--- src/rtl/ext_code_loader_if.sv ---
// ext_code_loader_if: groups the host byte link and the external-code table strobe bus.
//   iRxData/iRxValid/oRxReady : host byte stream with valid/ready handshake
//   oSET_INDEX_FLAG/oSET_INDEX : index strobe and value to the table
//   oSET_CODE_FLAG/oSET_CODE   : code strobe and 32-bit value to the table
//   oTrigger                   : playback trigger to the table
// Modport master is the loader's view, slave is the environment (host + table) view.
interface ext_code_loader_if;
    logic [7:0]  iRxData;
    logic        iRxValid;
    logic        oRxReady;
    logic        oSET_INDEX_FLAG;
    logic [7:0]  oSET_INDEX;
    logic        oSET_CODE_FLAG;
    logic [31:0] oSET_CODE;
    logic        oTrigger;

    modport master (
        input  iRxData, iRxValid,
        output oRxReady, oSET_INDEX_FLAG, oSET_INDEX, oSET_CODE_FLAG, oSET_CODE, oTrigger
    );

    modport slave (
        output iRxData, iRxValid,
        input  oRxReady, oSET_INDEX_FLAG, oSET_INDEX, oSET_CODE_FLAG, oSET_CODE, oTrigger
    );
endinterface

--- src/rtl/ext_code_loader.sv ---
// ext_code_loader: parses a byte command stream (IDX / WRITE / FIRE / CLRERR) and generates
// the index strobe, code strobe and trigger pulse trains for the 8-slot external-code table.
//   iClk, iRst   : clock, synchronous active-high reset
//   bus          : ext_code_loader_if.master (byte link in, table strobes out)
//   oBusy        : sequence in progress
//   oErr         : sticky unknown-opcode flag, cleared by CLRERR
//   oShadowIndex : model of the table's current index
module ext_code_loader #(
    parameter int unsigned PULSE_W   = 4,
    parameter int unsigned GAP_W     = 4,
    parameter int unsigned TRIG_HIGH = 8,
    parameter int unsigned TRIG_LOW  = 8
) (
    input  logic                     iClk,
    input  logic                     iRst,
    ext_code_loader_if.master        bus,
    output logic                     oBusy,
    output logic                     oErr,
    output logic [7:0]               oShadowIndex
);

    // Timed states count down from width-1 to 0.
    localparam logic [7:0] PulseLd = 8'(PULSE_W - 1);
    localparam logic [7:0] GapLd   = 8'(GAP_W - 1);
    localparam logic [7:0] TrigHLd = 8'(TRIG_HIGH - 1);
    localparam logic [7:0] TrigLLd = 8'(TRIG_LOW - 1);

    localparam logic [1:0] OpIdx   = 2'd1;
    localparam logic [1:0] OpWrite = 2'd2;
    localparam logic [1:0] OpFire  = 2'd3;

    typedef enum logic [3:0] {
        StIdle, StArgs, StSetup, StIdxHi, StIdxGap, StCodeHi, StCodeGap, StTrigHi, StTrigLo
    } state_e;

    state_e      st_q, st_d;
    logic [1:0]  op_q, op_d;
    logic [2:0]  argn_q, argn_d;
    logic [7:0]  pend_idx_q, pend_idx_d;
    logic [23:0] code_sh_q, code_sh_d;
    logic [7:0]  idx_out_q, idx_out_d;
    logic [31:0] code_out_q, code_out_d;
    logic [7:0]  cnt_q, cnt_d;
    logic [7:0]  rep_q, rep_d;
    logic        err_q, err_d;
    logic [7:0]  shadow_q, shadow_d;
    logic        idx_flag_q, idx_flag_d;
    logic        code_flag_q, code_flag_d;
    logic        trig_q, trig_d;

    logic rx_open, rx_ready, accept, last_arg;

    assign rx_open  = (st_q == StIdle) || (st_q == StArgs);
    assign rx_ready = ~iRst & rx_open;
    assign accept   = bus.iRxValid & rx_ready;
    assign last_arg = ((op_q == OpIdx)   && (argn_q == 3'd0)) ||
                      ((op_q == OpWrite) && (argn_q == 3'd4)) ||
                      ((op_q == OpFire)  && (argn_q == 3'd1));

    always_comb begin
        st_d       = st_q;
        op_d       = op_q;
        argn_d     = argn_q;
        pend_idx_d = pend_idx_q;
        code_sh_d  = code_sh_q;
        idx_out_d  = idx_out_q;
        code_out_d = code_out_q;
        cnt_d      = cnt_q;
        rep_d      = rep_q;
        err_d      = err_q;
        shadow_d   = shadow_q;

        unique case (st_q)
            StIdle: begin
                if (accept) begin
                    unique case (bus.iRxData)
                        8'h01, 8'h02, 8'h03: begin
                            op_d   = bus.iRxData[1:0];
                            argn_d = 3'd0;
                            st_d   = StArgs;
                        end
                        8'h04:   err_d = 1'b0;
                        default: err_d = 1'b1;
                    endcase
                end
            end
            StArgs: begin
                if (accept) begin
                    argn_d = argn_q + 3'd1;
                    if (argn_q == 3'd0) pend_idx_d = bus.iRxData;
                    // The idx byte shifts through too; it falls out by the last code byte.
                    code_sh_d = {code_sh_q[15:0], bus.iRxData};
                    if (last_arg) begin
                        idx_out_d = (argn_q == 3'd0) ? bus.iRxData : pend_idx_q;
                        if (op_q == OpWrite) code_out_d = {code_sh_q, bus.iRxData};
                        rep_d = bus.iRxData;
                        st_d  = StSetup;
                    end
                end
            end
            StSetup: begin
                st_d  = StIdxHi;
                cnt_d = PulseLd;
            end
            StIdxHi: begin
                if (cnt_q == 8'd0) begin
                    st_d     = StIdxGap;
                    cnt_d    = GapLd;
                    shadow_d = idx_out_q;
                end else begin
                    cnt_d = cnt_q - 8'd1;
                end
            end
            StIdxGap: begin
                if (cnt_q == 8'd0) begin
                    if (op_q == OpWrite) begin
                        st_d  = StCodeHi;
                        cnt_d = PulseLd;
                    end else if ((op_q == OpFire) && (rep_q != 8'd0)) begin
                        st_d  = StTrigHi;
                        cnt_d = TrigHLd;
                    end else begin
                        st_d = StIdle;
                    end
                end else begin
                    cnt_d = cnt_q - 8'd1;
                end
            end
            StCodeHi: begin
                if (cnt_q == 8'd0) begin
                    st_d  = StCodeGap;
                    cnt_d = GapLd;
                end else begin
                    cnt_d = cnt_q - 8'd1;
                end
            end
            StCodeGap: begin
                if (cnt_q == 8'd0) st_d = StIdle;
                else cnt_d = cnt_q - 8'd1;
            end
            StTrigHi: begin
                if (cnt_q == 8'd0) begin
                    st_d     = StTrigLo;
                    cnt_d    = TrigLLd;
                    shadow_d = shadow_q - 8'd1;
                end else begin
                    cnt_d = cnt_q - 8'd1;
                end
            end
            StTrigLo: begin
                if (cnt_q == 8'd0) begin
                    rep_d = rep_q - 8'd1;
                    if (rep_q == 8'd1) begin
                        st_d = StIdle;
                    end else begin
                        st_d  = StTrigHi;
                        cnt_d = TrigHLd;
                    end
                end else begin
                    cnt_d = cnt_q - 8'd1;
                end
            end
            default: st_d = StIdle;
        endcase

        // Strobes are registered copies of the next state, so they track it exactly.
        idx_flag_d  = (st_d == StIdxHi);
        code_flag_d = (st_d == StCodeHi);
        trig_d      = (st_d == StTrigHi);
    end

    always_ff @(posedge iClk) begin
        if (iRst) begin
            st_q        <= StIdle;
            op_q        <= 2'd0;
            argn_q      <= 3'd0;
            pend_idx_q  <= 8'd0;
            code_sh_q   <= 24'd0;
            idx_out_q   <= 8'd0;
            code_out_q  <= 32'd0;
            cnt_q       <= 8'd0;
            rep_q       <= 8'd0;
            err_q       <= 1'b0;
            shadow_q    <= 8'd0;
            idx_flag_q  <= 1'b0;
            code_flag_q <= 1'b0;
            trig_q      <= 1'b0;
        end else begin
            st_q        <= st_d;
            op_q        <= op_d;
            argn_q      <= argn_d;
            pend_idx_q  <= pend_idx_d;
            code_sh_q   <= code_sh_d;
            idx_out_q   <= idx_out_d;
            code_out_q  <= code_out_d;
            cnt_q       <= cnt_d;
            rep_q       <= rep_d;
            err_q       <= err_d;
            shadow_q    <= shadow_d;
            idx_flag_q  <= idx_flag_d;
            code_flag_q <= code_flag_d;
            trig_q      <= trig_d;
        end
    end

    assign bus.oRxReady        = rx_ready;
    assign bus.oSET_INDEX_FLAG = idx_flag_q;
    assign bus.oSET_INDEX      = idx_out_q;
    assign bus.oSET_CODE_FLAG  = code_flag_q;
    assign bus.oSET_CODE       = code_out_q;
    assign bus.oTrigger        = trig_q;
    assign oBusy               = ~iRst & ~rx_open;
    assign oErr                = err_q;
    assign oShadowIndex        = shadow_q;

endmodule

--- src/flat_wrapper.sv ---
// flat-port wrapper written by rule: the top's interface ports become plain ports
module ext_code_loader_flat 
#(
    parameter int unsigned PULSE_W   = 4,
    parameter int unsigned GAP_W     = 4,
    parameter int unsigned TRIG_HIGH = 8,
    parameter int unsigned TRIG_LOW  = 8
)
  (iClk, iRst, oBusy, oErr, oShadowIndex, bus_iRxData, bus_iRxValid, bus_oRxReady, bus_oSET_INDEX_FLAG, bus_oSET_INDEX, bus_oSET_CODE_FLAG, bus_oSET_CODE, bus_oTrigger);
  ext_code_loader_if bus_i ();
  input  logic iClk;
  input  logic iRst;
  output logic oBusy;
  output logic oErr;
  output logic [7:0] oShadowIndex;
  input wire logic [$bits(bus_i.iRxData)-1:0] bus_iRxData;
  input wire logic [$bits(bus_i.iRxValid)-1:0] bus_iRxValid;
  output wire logic [$bits(bus_i.oRxReady)-1:0] bus_oRxReady;
  output wire logic [$bits(bus_i.oSET_INDEX_FLAG)-1:0] bus_oSET_INDEX_FLAG;
  output wire logic [$bits(bus_i.oSET_INDEX)-1:0] bus_oSET_INDEX;
  output wire logic [$bits(bus_i.oSET_CODE_FLAG)-1:0] bus_oSET_CODE_FLAG;
  output wire logic [$bits(bus_i.oSET_CODE)-1:0] bus_oSET_CODE;
  output wire logic [$bits(bus_i.oTrigger)-1:0] bus_oTrigger;
  assign bus_i.iRxData = bus_iRxData;
  assign bus_i.iRxValid = bus_iRxValid;
  assign bus_oRxReady = bus_i.oRxReady;
  assign bus_oSET_INDEX_FLAG = bus_i.oSET_INDEX_FLAG;
  assign bus_oSET_INDEX = bus_i.oSET_INDEX;
  assign bus_oSET_CODE_FLAG = bus_i.oSET_CODE_FLAG;
  assign bus_oSET_CODE = bus_i.oSET_CODE;
  assign bus_oTrigger = bus_i.oTrigger;
  ext_code_loader #(.PULSE_W(PULSE_W), .GAP_W(GAP_W), .TRIG_HIGH(TRIG_HIGH), .TRIG_LOW(TRIG_LOW)) u_core (.iClk(iClk), .iRst(iRst), .bus(bus_i), .oBusy(oBusy), .oErr(oErr), .oShadowIndex(oShadowIndex));
endmodule
--- config.mk ---
export PLATFORM = sky130hd
export DESIGN_NAME = ext_code_loader_flat
export DESIGN_NICKNAME = d
export VERILOG_FILES = /design/src/rtl/ext_code_loader_if.sv /design/src/rtl/ext_code_loader.sv /design/src/flat_wrapper.sv
export SDC_FILE = /design/constraint.sdc
export NUM_CORES = 1
export LEC_CHECK = 0
export BUFFER_PORTS_ARGS = -buffer_cell sky130_fd_sc_hd__buf_2
export CAP_MARGIN = 0
export CORE_ASPECT_RATIO = 0.8
export CORE_MARGIN = 2
export CORE_UTILIZATION = 62
export CTS_CLUSTER_SIZE = 8
export DETAILED_ROUTE_END_ITERATION = 12
export PLACE_DENSITY = 0.85
export SYNTH_ARGS = -nofsm -noshare
export SYNTH_HDL_FRONTEND = slang
export SYNTH_SLANG_ARGS = --single-unit
--- constraint.sdc ---
create_clock -name iClk -period 3.4 [get_ports iClk]
set_input_delay 0.51 -clock iClk [delete_from_list [all_inputs] [get_ports iClk]]
set_output_delay 0.51 -clock iClk [all_outputs]
set_load 0.01 [all_outputs]
======== Word-level counts from Yosys, hierarchy flattened ========
Index checks and enable logic that the tools add are counted.
cells by class
  eq/ne operators ......................... 31
  reduce and logical (&&, ||, !) cells .... 26
  add/sub/neg operators ................... 4
  multiplexer cells ....................... 36
  bitwise logic cells ..................... 6
operators with widths
  operator             count
  $mux 8               14
  $pmux 8 s6           1
  $mux 4               11
  $pmux 4 s9           1
  $pmux 8 s2           2
  $eq 4x3->1 const B   6
  $sub 8x1->8 const B  3
  $eq 8x1->1 const B   2
  $eq 8x2->1 const B   2
  $reduce_and 4->1     4
  $mux 3               5
  $eq 4x2->1 const B   3
  $ne 2x1->1 const B   6
  $reduce_and 3->1     4
  $eq 8x3->1 const B   1
  $logic_not 8->1      1
  $reduce_bool 8->1    1
  $pmux 3 s2           1
  $reduce_bool 2->1    3
  $reduce_bool 6->1    1
  $eq 2x2->1 const B   2
  $eq 4x1->1 const B   1
  $eq 4x4->1 const B   1
  $logic_and 1x1->1    4
  16 further kinds     23
word-level totals
  word-level logic and storage cells ...... 117
  input bits .............................. 11
  flip-flop bits (word level) ............. 109
  output and inout bits ................... 54

======== Depth between registers and ports, before layout ========
Gate-level depths: netlist of run 1.
  depth in word-level cells ............... 8
  mapped depth ............................ 10
  mapped depth without buffers ............ 8

======== Least setup slack after synthesis of run 1 ========
No wires, ideal clock.
  path kind ............................... input -> register
  from .................................... in bus_iRxData[4]
  to ...................................... reg u_core.idx_flag_q (netlist: u_core.bus.oSET_INDEX_FLAG)
  arrival ................................. 2.182 ns
  data required time ...................... 3.320 ns
  path slack .............................. 1.138 ns
  cell stages on the path ................. 7
  path buffers ............................ 1
  library setup time ...................... 0.080 ns
  cells stage by stage .................... or4_1 -> or4_1 -> clkbuf_1 -> o32ai_1 -> or3_1 -> o311ai_2 -> nor3b_1
between the ends
  word-level cells in the longest chain between the ends .. 6
  elaborated cells on any way between the ends .. 8
  classes of those cells .................. eq/ne: 4; mux: 3; reduce/logical: 1
RTL lines
  item                                      line                    source
  start, declared                           flat_wrapper.sv:16      input wire logic [$bits(bus_i.iRxData)-1:0] bus_iRxData;
  $eq 8x1->1 or $eq 8x2->1 (tied branches)  ext_code_loader.sv:76   unique case (bus.iRxData)
  $reduce_or 3->1 (*)                       ext_code_loader.sv:76
  $mux 4 (*)                                ext_code_loader.sv:76
  $mux 4 (*)                                ext_code_loader.sv:75   if (accept) begin
  $pmux 4 s9 (*)                            ext_code_loader.sv:73   unique case (st_q)
  $eq 4x2->1 (*)                            ext_code_loader.sv:167  idx_flag_d = (st_d == StIdxHi);
  end signal, assigned                      ext_code_loader.sv:200  idx_flag_q <= idx_flag_d;
  end, declared                             ext_code_loader.sv:47   logic idx_flag_q, idx_flag_d;
Every way passes the cells marked *; elsewhere a longest branch is shown, timed or not.
A chain may end at the register's enable or synchronous reset.

======== Worst setup path in the final report of run 1 ========
  from .................................... reg u_core.st_q[1]
  to ...................................... reg u_core.cnt_q[2]
between the ends
  word-level cells in the longest chain between the ends .. 4
  elaborated cells on any way between the ends .. 14
  classes of those cells .................. eq/ne: 10; mux: 1; reduce/logical: 3
RTL lines
  item                                      line                    source
  start, declared                           ext_code_loader.sv:36   state_e st_q, st_d;
  start signal, assigned                    ext_code_loader.sv:174  st_q <= StIdle;
  start signal, assigned                    ext_code_loader.sv:189  st_q <= st_d;
  $eq 4x2->1 or $eq 4x3->1 (tied branches)  ext_code_loader.sv:73
  $reduce_or 2->1 (no source line)          n/a
  $reduce_bool 6->1 (no source line)        n/a
  $reduce_and 4->1 (no source line)         n/a
  end signal, assigned                      ext_code_loader.sv:196  cnt_q <= cnt_d;
  end, declared                             ext_code_loader.sv:43   logic [7:0] cnt_q, cnt_d;
Parallel ways exist; a longest one is shown, timed or not.

==> reports/summary.txt, run 1 <==
Status = complete, no violations
P per Cell Area = 387 nW/um^2
Final-report hold violation count = 0
Total of max-cap violations = 0
Wire per inst = 15.6 um
Final worst path period share = 84.2%
Initial antenna violation count = 0
Main flop type after synthesis = dfxtp_1
Static leakage = 2.03 nW
Setup Buffers After CTS = 0
GR met2 Demand/Resource = 43.2%
Yosys warnings = 0
Gates resized, CTS repair = 0
Hold-fix buffers, CTS = 0
Slew @ Worst Pin = 1120 ps
Grt met3 use = 6.62%
Placer congestion estimate = 0.895
P_sw = 0.526 mW
Max Clock Skew = 10.8 ps
Clk network pwr share = 36.8%
Worst setup SP type = flop
Clock Path Buffers = 2
Syn nets = 648
# placed instances = 763
Maximum vdd ir drop = 302 uV
Port Buf Inserts = 64
# nets final = 689
Starting DRT DRC Count = 437
F_max = 349 MHz
Sequential area share after synthesis = 44.5%
Switch share = 24.9%
Hold path endpoint = u_core.code_sh_q[4]
R2R cell count = 6
CP Class = reg -> reg
Reg power frac = 60.6%
RSZ-0062 raised after global routing = no
Num CTS Buffers = 9
H-tree depth = 3
Area taken by flip-flops and latches = 2180 um^2
Root buf cell = clkbuf_8
Clock Sinks = 109
Starting Density = 65.1%
Post-synth EDFFs = 0
Top Usage Layer GRT = met2
Chip Height = 83.6 um
Total wire length = 12,200 um
GRT overflow = 0
GR Util met1 = 42.4%
Core area = 7530 um^2
Die X = 103 um
Reg-to-reg critical path endpoint = u_core.cnt_q[2]
Die area = 8650 um^2
Average vias per placed instance = 6.04
TritonCTS clock tree = yes
Hold path depth = 3
Placed wire-length estimate = 8330 um
Layout fillers = 593
Initial DRT Pass Iterations = 5
Largest net degree at the start of global routing = 110
Min-Delay Startpoint = bus_iRxData[4]
Power share of the combinational group = 2.6%
DRC = 0
Ratio of cells with drive above 1 in the final layout = 15.1%
Global-route wire length before repair = 20,300 um
Cell Area, Synth = 4910 um^2
Hold WC Path Type = in -> reg
Avg Cell Area, Syn = 7.81 um^2
Vias in the first global route = 4,283
Cell Int Power = 1.58 mW
Crit-path max FO = 17
Max_slew headroom = 25.3%
Mapped Cells = 628
Io pins = 65
Setup TNS = 0 ps
# rows = 28
Later-pin clock latency in the skew report = 370 ps
Final setup fails = 0
Total GRT Usage = 29.0%
Reg2Reg Launch Point = u_core.st_q[1]
Worst setup EP type = flop
Final Max Slew Viols = 0
Total number of vias = 4,706
Synthesis-to-finish area growth = 11.1%
Required @ worst endpoint = 3620 ps
Synthesized flop and latch total = 109
Multi-input gate area = 2500 um^2
Final std cells w/o fill = 779
Min cycle time layout = 2860 ps
Asr flop ratio synth = 0%
Setup slack, reg-to-reg = 540 ps
Data arrival, critical path = 3080 ps
Reg clk slew, reported paths = 110 ps
Diode count = 0
Final ANT Viol Nets = 0
Unique cell type count in the Yosys netlist = 57
==> flip-flops by register name, summed over array words and instances, names as in the netlist, 2 cells and up <==
signal / count
u_core.oShadowIndex: 8
u_core.rep_q: 8
u_core.op_q: 2
u_core.argn_q: 3
u_core.st_q: 4
u_core.cnt_q: 8
u_core.bus.oSET_CODE: 32
u_core.code_sh_q: 24
u_core.bus.oSET_INDEX: 8
u_core.pend_idx_q: 8
==> layout by cell type, fill, tap and decap left out, types with 11 or more instances in the layout <==
cell	n
dfxtp_1	109
o21ai_0	22
inv_1	11
nor3_1	14
buf_2	63
nor2_1	43
nand3_1	17
nand2b_1	11
a211oi_1	17
nand2_1	146
a21oi_1	93
==> metal layers <==
layer,vias up,wire (um),share of wire [%]
li1,2265,-,-
met1,2186,5490,45
met2,235,5450,45
met3,20,1080,8.9
met4,0,161,1.3
met5,-,0,0
==> metrics by stage <==
stage	hold slack (ps)	instance area [um^2]	utilization, %	setup WS (ps)	total power, mW
floorplan	432	4910	-	1140	1.34
global placement	440	5250	69.7	798	1.36
detailed placement	443	5250	69.7	688	1.36
CTS	426	5450	72.4	645	2.12
global route	420	5450	72.4	407	2.18
finish	437	5450	72.4	538	2.11
==> worst max-delay path: stages (launching register included) <==
cell      delay, ps
dfxtp_1         500
nor3_1          550
and2_1          600
nor2_1          120
a311oi_2        610
mux2i_1         280
nor2_1           50
==> power by group through the flow <==
stage / Combinational [mW] / Clock, mW / Sequential, mW
after CTS: 0.0547 / 0.788 / 1.28
after global routing: 0.0591 / 0.844 / 1.28
after detailed placement: 0.0540 / 0 / 1.31
after floorplan: 0.0300 / 0 / 1.31
final: 0.0559 / 0.776 / 1.28
after global placement: 0.0534 / 0 / 1.31
==> kinds of logic after synthesis <==
kind of cell             count (synthesis)  synth area share [%]
XOR/XNOR                                 2                 0.357
multiplexers                            10                  2.07
AND/OR/NAND/NOR                        273                  25.2
AO/OA/AOI/OAI                          171                  21.0
adder cells (fa/ha/maj)                  9                  2.29
buffers and inverters                   54                  4.62
flip-flops                             109                  44.5
==> cell usage after synthesis, types with 10 or more instances <==
library cell | n | area share, %
o21ai_0 | 22 | 2.2
nand3_1 | 17 | 1.7
nand2_1 | 146 | 11
clkbuf_1 | 30 | 2.3
inv_1 | 11 | 0.84
a21oi_1 | 93 | 9.5
nor2_1 | 43 | 3.3
a211oi_1 | 17 | 2.6
buf_2 | 10 | 1.0
nand2b_1 | 11 | 1.4
dfxtp_1 | 109 | 44
nor3_1 | 15 | 1.5
==> how the worst max path moves through the flow <==
stage / end / slack (ps) / startpoint
2_1_floorplan: u_core.bus.oSET_INDEX_FLAG / 1140 / bus_iRxData[4]
3_3_place_gp: u_core.bus.oTrigger / 800 / iRst
3_5_place_dp: u_core.cnt_q[2] / 690 / u_core.st_q[1]
4_1_cts: u_core.cnt_q[2] / 650 / u_core.st_q[1]
5_1_grt: u_core.cnt_q[2] / 410 / u_core.st_q[0]
6_report: u_core.cnt_q[2] / 540 / u_core.st_q[1]
==> cell type report <==
cell class              count  area share [%]
multi-input cells         465            45.9
inverters                  11           0.757
repair buffers             73            7.16
flip-flops and latches    109            40.0
clock buffers               9            2.27
clock inverters             7            1.45
well taps                 105            2.41
No activity file was read; power rests on OpenSTA's default activity.
==> run 2: changes to the inputs <==
CORE_UTILIZATION = 52   (was 62)
PLACE_DENSITY = 0.76   (was 0.85)
clock period = 2.6 ns   (was 3.4 ns; I/O delays follow)
==> run 2 against run 1 <==
Effect of this change: die area grew 18%; worst hold slack got worse by 99 ps; final cell count rose by 2.3%; sequential power is 30% higher; sequential share of layout area is 1.2 points lower; combinational power up 33%.
==> reports/summary.txt, run 2 (synthesis results as in run 1) <==
Max Clock Skew = 11.5 ps (+0.644 ps)
DRC = 0 (unchanged)
Maximum vdd ir drop = 381 uV (+26%)
Met3 wire len = 748 um (-31%)
H-tree depth = 3 (unchanged)
Required @ worst endpoint = 2810 ps (-810 ps)
Clock Sinks = 109 (unchanged)
R2R cell count = 6 (unchanged)
Max_slew headroom = 42.3% (+17 points)
Hold WC Path Type = in -> reg
Total wire length = 11,900 um (-2.7%)
F_max = 410 MHz (+17%)
Port Buf Inserts = 64 (unchanged)
P per Cell Area = 544 nW/um^2 (+41%)
Later-pin clock latency in the skew report = 350 ps (-20 ps)
Min-Delay Startpoint = bus_iRxData[5]
Placed wire-length estimate = 8270 um (-0.73%)
GRT overflow = 0 (unchanged)
Data arrival, critical path = 2650 ps (-430 ps)
Critical path cell sequence = or4_4 -> or3_4 -> o21ai_0 -> o21ai_0 -> o311ai_2 -> nor3_1
Gates resized, CTS repair = 0 (unchanged)
Layout fillers = 799 (+35%)
TritonCTS clock tree = yes
Diode count = 0 (unchanged)
Status = complete, no violations
Slew @ Worst Pin = 865 ps (-256 ps)
Crit-path max FO = 12 (-5)
RSZ-0062 raised after global routing = no
Num CTS Buffers = 9 (unchanged)
# placed instances = 782 (+2.5%)
Final std cells w/o fill = 797 (+2.3%)
Setup TNS = 0 ps (unchanged)
# rows = 31 (+11%)
Ratio of cells with drive above 1 in the final layout = 16.1% (+1.0 points)
Layout Utilization = 61.7% (-11 points)
Worst path max stage delay = 570 ps (-40 ps)
Worst hold slack = 338 ps (-99.4 ps)
Final worst path period share = 93.7% (+9.6 points)
Global-route wire length before repair = 19,800 um (-2.2%)
Clock Path Buffers = 2 (unchanged)
Commonest cells after routing, fill and taps aside = nand2_1, dfxtp_1, a21oi_1
Final setup fails = 0 (unchanged)
Total GRT Usage = 23.1% (-6.0 points)
Die area = 10,200 um^2 (+18%)
Area taken by flip-flops and latches = 2180 um^2 (unchanged)
CP max-delay cell = or4_4
Worst setup SP type = flop
Initial antenna violation count = 0 (unchanged)
Chip Height = 90.9 um (+8.8%)
Setup slack, reg-to-reg = 160 ps (-380 ps)
Core area = 9110 um^2 (+21%)
Reg2Reg Launch Point = u_core.cnt_q[3]
Worst setup EP type = flop
Reg clk slew, reported paths = 80 ps (-30 ps)
Met1 Wirelength = 5860 um (+6.7%)
Commonest non-fill, non-tap cell in the layout = nand2_1
Io pins = 65 (unchanged)
Static leakage = 2.12 nW (+4.1%)
CP Class = reg -> reg
Largest net degree at the start of global routing = 87 (-21%)
Hold path endpoint = u_core.bus.oSET_CODE[5]
Placer congestion estimate = 0.892 (-0.29%)
Vias in the first global route = 4,176 (-2.5%)
Initial DRT Pass Iterations = 5 (unchanged)
# nets final = 698 (+1.3%)
Total number of vias = 4,593 (-2.4%)
Final ANT Viol Nets = 0 (unchanged)
Max layer used = met4
Total of max-cap violations = 0 (unchanged)
Starting Density = 53.8% (-11 points)
Number of flip-flops under the largest register name = 32 (unchanged)
Worst path most repeated cell = o21ai_0
Final-report hold violation count = 0 (unchanged)
Met2 WL = 5170 um (-5.2%)
Starting DRT DRC Count = 418 (-4.3%)
Reg-to-reg critical path endpoint = u_core.bus.oTrigger
Min cycle time layout = 2440 ps (-425 ps)
Setup Buffers After CTS = 0 (unchanged)
Final Max Slew Viols = 0 (unchanged)
Synthesis-to-finish area growth = 14.6%
Wire per inst = 14.9 um (-4.9%)
Root buf cell = clkbuf_16
Die X = 113 um (+8.8%)
Hold path depth = 3 (unchanged)
Multi-input gate area = 2500 um^2 (unchanged)
Hold-fix buffers, CTS = 0 (unchanged)
Average vias per placed instance = 5.76 (-4.6%)
## run 2: cell count changes in the layout (fill, tap and decap cells not counted), sizes merged
| cell | change |
|---|---|
| clkinv | -2 |
| clkinvlp | +1 |
| buf | +9 |
## run 2: critical path, delay by kind of cell, from the launching register on
| kind | cells | cell delay (ps) |
|---|---|---|
| AOI/OAI and AO/OA | 3 | 790 |
| DFF | 1 | 350 |
| and+or+nand+nor | 3 | 1160 |
## run 2: where the power goes
group          internal (mW)  switching (mW)  total (mW)
sequential              1.67         0.00136        1.67
clock                  0.668           0.647        1.31
combinational         0.0190          0.0553      0.0743
total                   2.36           0.703        3.06
## run 2: layout make-up
| type | count | share of cell area (%) |
|---|---|---|
| multi-input combinational | 465 | 44.5 |
| sequential | 109 | 38.8 |
| timing repair buffer | 82 | 8.37 |
| clock buffer | 9 | 4.01 |
| tap | 115 | 2.56 |
| clock inverter | 6 | 1.00 |
| inverter | 11 | 0.734 |
## run 2: metrics by stage
step	setup WS, ps	instance area [um^2]	total power, mW
finish	163	5620	3.06
global route	15.7	5620	3.15
CTS	114	5620	3.07
detailed placement	132	5340	1.78
global placement	233	5340	1.78
floorplan	426	4910	1.75
## run 2: metal layers
layer | track usage (%) | vias up
met3 | 4.16 | 8
met5 | 0 | -
met4 | 6.81 | 0
met2 | 35.2 | 171
li1 | - | 2278
met1 | 33.3 | 2136
## run 2: how the worst max path moves through the flow
stage	from	endpoint
floorplan	u_core.cnt_q[3]	u_core.bus.oSET_CODE_FLAG
global placement	bus_iRxData[4]	u_core.bus.oSET_INDEX_FLAG
detailed placement	u_core.cnt_q[3]	u_core.bus.oTrigger
CTS	u_core.cnt_q[3]	u_core.bus.oTrigger
global route	u_core.cnt_q[3]	u_core.bus.oSET_INDEX_FLAG
finish	u_core.cnt_q[3]	u_core.bus.oTrigger
==> run 3: changes to the inputs <==
CORE_UTILIZATION = 57   (was 52)
PLACE_DENSITY = 0.79   (was 0.76)
clock period = 2.4 ns   (was 2.6 ns; I/O delays follow)
==> run 3 against run 2 <==
Effect of this change: critical path depth is 1 higher; total power fell by 1.8%; critical endpoint is now u_core.cnt_q[2]; utilization rose by 5.8 points; largest power group unchanged; highest routed layer unchanged.
==> reports/summary.txt, run 3 (synthesis results as in run 1) <==
Worst setup EP type = flop
Placer congestion estimate = 0.942 (+5.6%)
# nets final = 711 (+1.9%)
Final setup fails = 0 (unchanged)
Initial DRT Pass Iterations = 5 (unchanged)
Largest net degree at the start of global routing = 96 (+10%)
Crit-path max FO = 7 (-5)
Met1 Wirelength = 5740 um (-2.0%)
Starting Density = 58.4% (+4.5 points)
Slew @ Worst Pin = 961 ps (+96.2 ps)
Commonest non-fill, non-tap cell in the layout = nand2_1
Layout fillers = 734 (-8.1%)
H-tree depth = 3 (unchanged)
Min-Delay Startpoint = bus_iRxData[6]
Min cycle time layout = 2310 ps (-129 ps)
Total number of vias = 4,652 (+1.3%)
RSZ-0062 raised after global routing = no
Worst hold slack = 267 ps (-70.6 ps)
TritonCTS clock tree = yes
Setup Buffers After CTS = 0 (unchanged)
Die area = 9370 um^2 (-8.4%)
Max layer used = met4
Initial antenna violation count = 0 (unchanged)
Placed wire-length estimate = 8600 um (+3.9%)
Status = complete, no violations
Total GRT Usage = 26.5% (+3.4 points)
Maximum vdd ir drop = 358 uV (-6.0%)
Max_slew headroom = 35.9% (-6.4 points)
Core area = 8410 um^2 (-7.8%)
Die X = 108 um (-4.3%)
Clock Sinks = 109 (unchanged)
Synthesis-to-finish area growth = 15.6%
Pwr Total = 3.00 mW (-1.8%)
Critical path launch point = u_core.cnt_q[4]
Max Clock Skew = 10.9 ps (-0.537 ps)
Required @ worst endpoint = 2680 ps (-130 ps)
Average vias per placed instance = 5.76 (about the same)
Reg2Reg Launch Point = u_core.cnt_q[4]
Layout Utilization = 67.5% (+5.8 points)
# rows = 30 (-3.2%)
Final-report hold violation count = 0 (unchanged)
Commonest cells after routing, fill and taps aside = nand2_1, dfxtp_1, a21oi_1
DRC = 0 (unchanged)
Num CTS Buffers = 9 (unchanged)
Total wire length = 12,300 um (+3.4%)
Starting DRT DRC Count = 336 (-20%)
Met2 WL = 5530 um (+7.1%)
Critical path cell sequence = or4_4 -> or3_4 -> buf_4 -> nor4b_1 -> o22ai_1 -> mux2i_1 -> nor2_1
Worst setup SP type = flop
P per Cell Area = 530 nW/um^2 (-2.6%)
Worst path max stage delay = 550 ps (-20 ps)
Port Buf Inserts = 64 (unchanged)
Hold WC Path Type = in -> reg
Wire per inst = 15.2 um (+2.0%)
Total of max-cap violations = 0 (unchanged)
Vias in the first global route = 4,123 (-1.3%)
Gates resized, CTS repair = 0 (unchanged)
Top delay family on crit path = simple AND/OR/NAND/NOR gates
Setup TNS = 0 ps (unchanged)
Hold-fix buffers, CTS = 0 (unchanged)
Final worst path period share = 96.2% (+2.5 points)
CP Class = reg -> reg
CP max-delay cell = or4_4
Global-route wire length before repair = 19,800 um (+0.21%)
GRT overflow = 0 (unchanged)
Reg clk slew, reported paths = 110 ps (+30 ps)
Root buf cell = clkbuf_8
Ratio of cells with drive above 1 in the final layout = 18.5% (+2.4 points)
Data arrival, critical path = 2590 ps (-60 ps)
Static leakage = 2.15 nW (+1.5%)
Met3 wire len = 818 um (+9.4%)
Clock Path Buffers = 2 (unchanged)
CP bufs+invs = 1 (+1)
Number of flip-flops under the largest register name = 32 (unchanged)
Final instance area = 5670 um^2 (+0.91%)
Final ANT Viol Nets = 0 (unchanged)
Placed inst area = 5450 um^2 (+2.0%)
Chip Height = 87.0 um (-4.3%)
Diode count = 0 (unchanged)
Io pins = 65 (unchanged)
Final Max Slew Viols = 0 (unchanged)
F_max = 433 MHz (+5.6%)
Later-pin clock latency in the skew report = 380 ps (+30 ps)
==> run 3: cell types whose count changed in the layout (fill, tap and decap cells not counted), moves of 2 or more <==
cell,before,now
buf_4,18,30
clkbuf_16,9,0
clkbuf_8,0,9
clkinv_8,0,2
o21ai_0,22,20
==> run 3: area by class of cell <==
| type | count | area, um^2 | area share (%) |
|---|---|---|---|
| timing repair buffer | 95 | 581 | 10.2 |
| clock buffer | 9 | 124 | 2.18 |
| sequential | 109 | 2180 | 38.5 |
| tap | 112 | 140 | 2.47 |
| multi-input combinational | 465 | 2530 | 44.6 |
| clock inverter | 7 | 77.6 | 1.37 |
| inverter | 11 | 41.3 | 0.728 |
==> run 3: path summary, 6_finish.rpt <==
| kind | to | slack (ps) | depth (start not counted) |
|---|---|---|---|
| worst max-delay path | u_core.cnt_q[2] | 90 | 7 |
| worst max register to register | u_core.cnt_q[2] | 90 | 7 |
| worst min-delay path | u_core.code_sh_q[6] | 270 | 3 |
| worst min register to register | u_core.bus.oSET_CODE[13] | 460 | 2 |
==> run 3: through the flow <==
step / cells / setup slack (ps)
floorplan: 628 / 226
global placement: 792 / 93.8
detailed placement: 792 / 45.5
CTS: 808 / 10.4
global route: 808 / 0.576
finish: 808 / 91.8
==> run 3: power breakdown <==
group          total (mW)  switching (mW)  internal [mW]  leakage, nW
sequential           1.81         0.00129           1.81        0.878
combinational      0.0846          0.0614         0.0232         1.17
clock                1.11           0.696          0.413       0.0983
==> run 3: per-layer routing <==
layer  up-vias  global-route usage [%]
met3        17                    5.01
met2       163                    40.9
li1       2307                       -
met5         -                       0
met4         0                    6.53
met1      2165                    38.5
==> run 3: tightest hold or removal path, cell delays in order <==
cell and delay (ps):
buf_2 140, nand2_1 60, a21oi_1 50
